**src/rtl/alu_arbiter.sv**
```systemverilog
// Two-requester round-robin front end for a shared combinational ALU.
// Captures the granted operation's result into a one-entry response register.
module alu_arbiter #(
  parameter int unsigned DATA_WIDTH = 32
) (
  input  logic                  clk_i,
  input  logic                  rst_ni,
  input  logic                  req0_valid_i,
  output logic                  req0_ready_o,
  input  logic [DATA_WIDTH-1:0] req0_srcA_i,
  input  logic [DATA_WIDTH-1:0] req0_srcB_i,
  input  logic [3:0]            req0_ctrl_i,
  input  logic [2:0]            req0_branch_i,
  input  logic                  req1_valid_i,
  output logic                  req1_ready_o,
  input  logic [DATA_WIDTH-1:0] req1_srcA_i,
  input  logic [DATA_WIDTH-1:0] req1_srcB_i,
  input  logic [3:0]            req1_ctrl_i,
  input  logic [2:0]            req1_branch_i,
  output logic [DATA_WIDTH-1:0] alu_srcA_o,
  output logic [DATA_WIDTH-1:0] alu_srcB_o,
  output logic [3:0]            alu_ctrl_o,
  output logic [2:0]            alu_branch_o,
  input  logic [DATA_WIDTH-1:0] alu_result_i,
  input  logic                  alu_taken_i,
  output logic                  resp_valid_o,
  input  logic                  resp_ready_i,
  output logic                  resp_id_o,
  output logic [DATA_WIDTH-1:0] resp_result_o,
  output logic                  resp_taken_o
);

  typedef enum logic {EMPTY, FULL} state_t;

  state_t state_q, state_d;
  logic   rr_q;
  logic   grant_valid, grant_id;
  logic   accept_ok, handshake;

  // Grant depends only on valids and rr, so resp_ready_i never reaches the ALU mux.
  always_comb begin
    grant_valid = req0_valid_i | req1_valid_i;
    grant_id    = (req0_valid_i & req1_valid_i) ? rr_q : req1_valid_i;
  end

  always_comb begin
    alu_srcA_o   = '0;
    alu_srcB_o   = '0;
    alu_ctrl_o   = 4'b0000;
    alu_branch_o = 3'b010;
    if (grant_valid) begin
      if (grant_id) begin
        alu_srcA_o   = req1_srcA_i;
        alu_srcB_o   = req1_srcB_i;
        alu_ctrl_o   = req1_ctrl_i;
        alu_branch_o = req1_branch_i;
      end else begin
        alu_srcA_o   = req0_srcA_i;
        alu_srcB_o   = req0_srcB_i;
        alu_ctrl_o   = req0_ctrl_i;
        alu_branch_o = req0_branch_i;
      end
    end
  end

  always_comb begin
    accept_ok    = (state_q == EMPTY) | resp_ready_i;
    handshake    = grant_valid & accept_ok;
    req0_ready_o = handshake & ~grant_id;
    req1_ready_o = handshake & grant_id;
    resp_valid_o = (state_q == FULL);
    state_d      = state_q;
    if (handshake)
      state_d = FULL;
    else if ((state_q == FULL) && resp_ready_i)
      state_d = EMPTY;
  end

  always_ff @(posedge clk_i or negedge rst_ni) begin
    if (!rst_ni) begin
      state_q       <= EMPTY;
      rr_q          <= 1'b0;
      resp_id_o     <= 1'b0;
      resp_result_o <= '0;
      resp_taken_o  <= 1'b0;
    end else begin
      state_q <= state_d;
      if (handshake) begin
        rr_q          <= ~grant_id;
        resp_id_o     <= grant_id;
        resp_result_o <= alu_result_i;
        resp_taken_o  <= alu_taken_i;
      end
    end
  end

endmodule

```
**config.mk**
```make
export PLATFORM = sky130hd
export DESIGN_NAME = alu_arbiter
export DESIGN_NICKNAME = d
export VERILOG_FILES = /design/src/rtl/alu_arbiter.sv
export SDC_FILE = /design/constraint.sdc
export NUM_CORES = 1
export LEC_CHECK = 0
export BUFFER_PORTS_ARGS = -buffer_cell sky130_fd_sc_hd__buf_2
export CORE_AREA = 2 2 111 113
export CTS_BUF_LIST = sky130_fd_sc_hd__clkbuf_8 sky130_fd_sc_hd__clkbuf_16
export DETAILED_ROUTE_END_ITERATION = 12
export DIE_AREA = 0 0 113 115
export GPL_TIMING_DRIVEN = 0
export PLACE_DENSITY = 0.57
export SYNTH_ARGS = -nofsm -noshare
export SYNTH_HDL_FRONTEND = slang
export SYNTH_SLANG_ARGS = --single-unit
```
**constraint.sdc**
```tcl
create_clock -name clk_i -period 1.3 [get_ports clk_i]
set_input_delay 0.065 -clock clk_i [delete_from_list [all_inputs] [get_ports clk_i]]
set_output_delay 0.065 -clock clk_i [all_outputs]
set_load 0.05 [all_outputs]
```
# After elaboration in Yosys (flattened, before gate mapping)
# Index checks and enable logic that the tools add are counted.
[totals]
reg_bits = 36
in_bits = 180
word_cells = 26
[op_classes]
n_mux = 11
n_bitwise = 8
reduce_logical = 2
[ops]
columns = ["operator", "n"]
rows = [
  ["$mux 32", 4],
  ["$mux 4", 2],
  ["$mux 3", 2],
  ["$and 1x1->1", 4],
  ["$mux 1", 3],
  ["$not 1->1", 2],
  ["$or 1x1->1", 2],
  ["$reduce_bool 2->1", 1],
  ["$logic_and 1x1->1", 1],
]

# Logic depth before layout (Yosys ltp)
[logic_depth]
ltp_word = 4
ltp_mapped = 5

# Least setup slack after synthesis
# Ideal clock, no wire load.
[synth_path]
kind = "reg-to-reg"
startpoint = "register state_q (netlist: resp_valid_o)"
endpoint = "register resp_result_o[0]"
t_arrival_ns = 1.480
required_time_ns = 1.175
slack_ns = -0.305
stages_incl_launch_ff = 5
cell_sequence = "dfrtp_1 -> nor2b_2 -> nor2_4 -> buf_6 -> mux2_4"
[synth_via]
elab_chain_len = 3
[synth_rtl]
columns = ["element", "line_no", "text"]
rows = [
  ["start: declaration", "35", "state_t state_q, state_d;"],
  ["start signal: assignment", "87", "state_q <= state_d;"],
  ["$not 1->1", "67", "accept_ok = (state_q == EMPTY) | resp_ready_i;"],
  ["$or 1x1->1", "67", ""],
  ["$and 1x1->1", "68", "handshake = grant_valid & accept_ok;"],
  ["end signal: assignment", "91", "resp_result_o <= alu_result_i;"],
  ["end: declaration", "29", "output logic [DATA_WIDTH-1:0] resp_result_o,"],
]
# No other way between the ends.
# A chain may end at the register's enable or synchronous reset.

# Worst setup path after layout
[layout_path]
startpoint = "register rr_q"
endpoint = "output alu_srcB_o[13]"
[layout_via]
elab_chain_len = 3
[layout_rtl]
columns = ["element", "line_no", "text"]
rows = [
  ["start: declaration", "36", "logic rr_q;"],
  ["start signal: assignment", "89", "rr_q <= ~grant_id;"],
  ["$mux 1", "43", "grant_id = (req0_valid_i & req1_valid_i) ? rr_q : req1_valid_i;"],
  ["$mux 32", "52", "if (grant_id) begin"],
  ["$mux 32", "51", "if (grant_valid) begin"],
  ["end: declaration", "21", "output logic [DATA_WIDTH-1:0] alu_srcB_o,"],
]
# No other way between the ends.

==> impl_metrics.ini <==
[logic_synthesis]
yosys_warnings = 0
yosys.area.top_type_share = 0.410
yosysUniqueCellTypes = 16
syn_area_sq_mm = 0.00220
synth_seq_cells = 36
ys_seq_area_frac = 0.410
syn_nets = 356
syn_area_per_cell_sq_um = 12.5
yosys.area.top_type = dfrtp_1
synth_cells = 176
ys_top_cells_by_area = dfrtp_1, a22o_1, mux2_2

[routing]
antenna_left = 0
drc = 20
wire_per_inst_um = 18.2
wl_mm = 11.5
vias_per_cell = 4.47
dr.first_iter.drc_count = 105
vias = 2831
drt_pass1_iterations = 8

[critical_path]
criticalPathCategory = register to primary output
cp.required_ps = 1240
endpoint_kind = primary output
cp.arrival_ps = 1680
start_kind = register
worstPathMaxFanout = 5

[power]
netSwitchingFraction = 0.434
power.switching_mw = 2.94
leakage_nw = 2.95
seqPwrFrac = 0.202
combPwrFrac = 0.621
peakVddDrop_mv = 0.812
power.share.clock = 0.176
p_int_mw = 3.83
power_density_mw_per_mm2 = 1220
power_mw = 6.76

[sta]
grt_setup_unrepaired = true
fmax_mhz = 573
maxSlewHeadroom = 0.460
clock_skew_ps = 3.67
final_hold_viol_count = 0
drv_slew = 0
setup_viol = 105
layout_min_cycle_time_ps = 1740
tightest_slew_ps = 810
tns_ps = -32650
worst_slack_ps = -445
period_share = 1.34

[global_route]
grt_max_degree = 37
track_usage = 0.154
grt_overflow = 0
antenna_found_initial = 0
grt_pass1_wl_mm = 15.7
grt_pass1_vias = 2987

[cells_and_area]
syn_to_final_growth_pct = 153
drive_above_1_share = 0.897
insertedDiodeCount = 0
fin_nets = 666
design_area_sq_mm = 0.00556

[placement]
place.detailed.hpwl_mm = 9.12
placed_cell_area_sq_mm = 0.00450
port_buffers = 287
place.gp.congestion = 0.832

[min_path]
hold_path_class = input port to register

[clock_network]
clock_path_buffers = 2
cts_root_buf = clkbuf_16
clk_pin_slew_worst_paths_ps = 60
cts_tree = done
cts_sinks = 36
clock_latency_ps = 280
htreeDepth = 2
cts_buffers = 5

[floorplanning]
chipWidth_um = 113
initial_utilization = 0.186
ioPinCount = 288
row_count = 40
die_area_sq_mm = 0.0130
die_y_um = 115
core_sq_mm = 0.0118

[outcome]
violations = design-rule violations, negative setup slack
outcome = finished, violations left

[flow_run]
drv_cap = 0
[placed cells by master, fill, tap and decap left out, types with 4 or more instances in the layout]
master       n
buf_4        6
buf_6       72
dfrtp_1     35
buf_8       12
nand2_1      4
buf_2      214
buf_12      10
a22o_4      70
mux2_4      30
clkbuf_16   11
[state kept, by name, summed over array words and instances, names as in the netlist]
name,cells
resp_result_o,32
resp_valid_o,1
rr_q,1
resp_id_o,1
resp_taken_o,1
[kinds of logic after synthesis]
kind of cell	share of synthesized area
mux	0.186
buf+inv	0.0774
flops	0.410
compound gates	0.292
simple gates	0.0342
[cells in the mapped netlist, drive strengths merged]
cell type	number
a21oi	1
a22o	71
a31oi	1
and2	2
buf	19
dfrtp	36
mux2	33
nand2	5
nand2b	2
nor2	4
nor2b	1
o22a	1
[stage by stage]
step / setup WS, ps / utilization / std cells / hold slack (ps)
6_report: -445 / 0.471 / 634 / 11.6
5_1_grt: -496 / 0.471 / 634 / 5.02
4_1_cts: -451 / 0.434 / 621 / 1.09
3_5_place_dp: -223 / 0.381 / 610 / 211
3_3_place_gp: -203 / 0.381 / 610 / 202
2_1_floorplan: -155 / - / 176 / -231
[area by class of cell]
class / count / area [sq um]
Buffer: 19 / 304
Sequential cell: 36 / 902
Tap cell: 147 / 184
Clock inverter: 2 / 7.51
Multi-Input combinational cell: 121 / 1850
Clock buffer: 6 / 139
Timing Repair Buffer: 303 / 2170
Fill cell: 1066 / 6250
[critical path: stages, from the launching register on]
cell	delay, ps
dfrtp_1	390
nand2b_4	150
and2_4	180
clkbuf_16	160
clkbuf_16	150
a22o_4	220
buf_6	150
[power by group through the flow]
stage / Clock [mW] / Combinational, mW / Sequential, mW
5_1_grt: 1.29 / 4.35 / 1.39
6_report: 1.19 / 4.20 / 1.37
3_3_place_gp: 0 / 3.47 / 1.37
4_1_cts: 1.23 / 3.91 / 1.36
2_1_floorplan: 0 / 2.09 / 1.92
3_5_place_dp: 0 / 3.50 / 1.38
[metal layers]
layer / global-route usage / vias to the layer above / wire length, um
li1: - / 1327 / -
met1: 0.162 / 1335 / 4000
met2: 0.296 / 152 / 6340
met3: 0.0369 / 17 / 950
met4: 0.0585 / 0 / 251
met5: 0 / - / 0
[final timing paths]
check	to	cells past startpoint	slack (ps)	startpoint
max reg2reg	resp_result_o[7]	5	-100	resp_valid_o
max in group asynchronous	resp_valid_o	2	330	rst_ni
min	resp_result_o[0]	2	10	alu_result_i[0]
min reg2reg	resp_id_o	1	500	resp_id_o
min in group asynchronous	resp_result_o[4]	2	410	rst_ni
max	alu_srcB_o[13]	6	-440	rr_q
[what timing repair did]
item | in CTS | in global routing
endpoints found under the setup margin | 103 | 103
gates cloned | 0 | 6
gates resized for setup | 145 | 59
setup buffers | 1 | 7
hold buffers | 2 | 0
pin swaps | 1 | 5
hold endpoints to repair | 37 | 0
No activity file was read; power rests on OpenSTA's default activity.
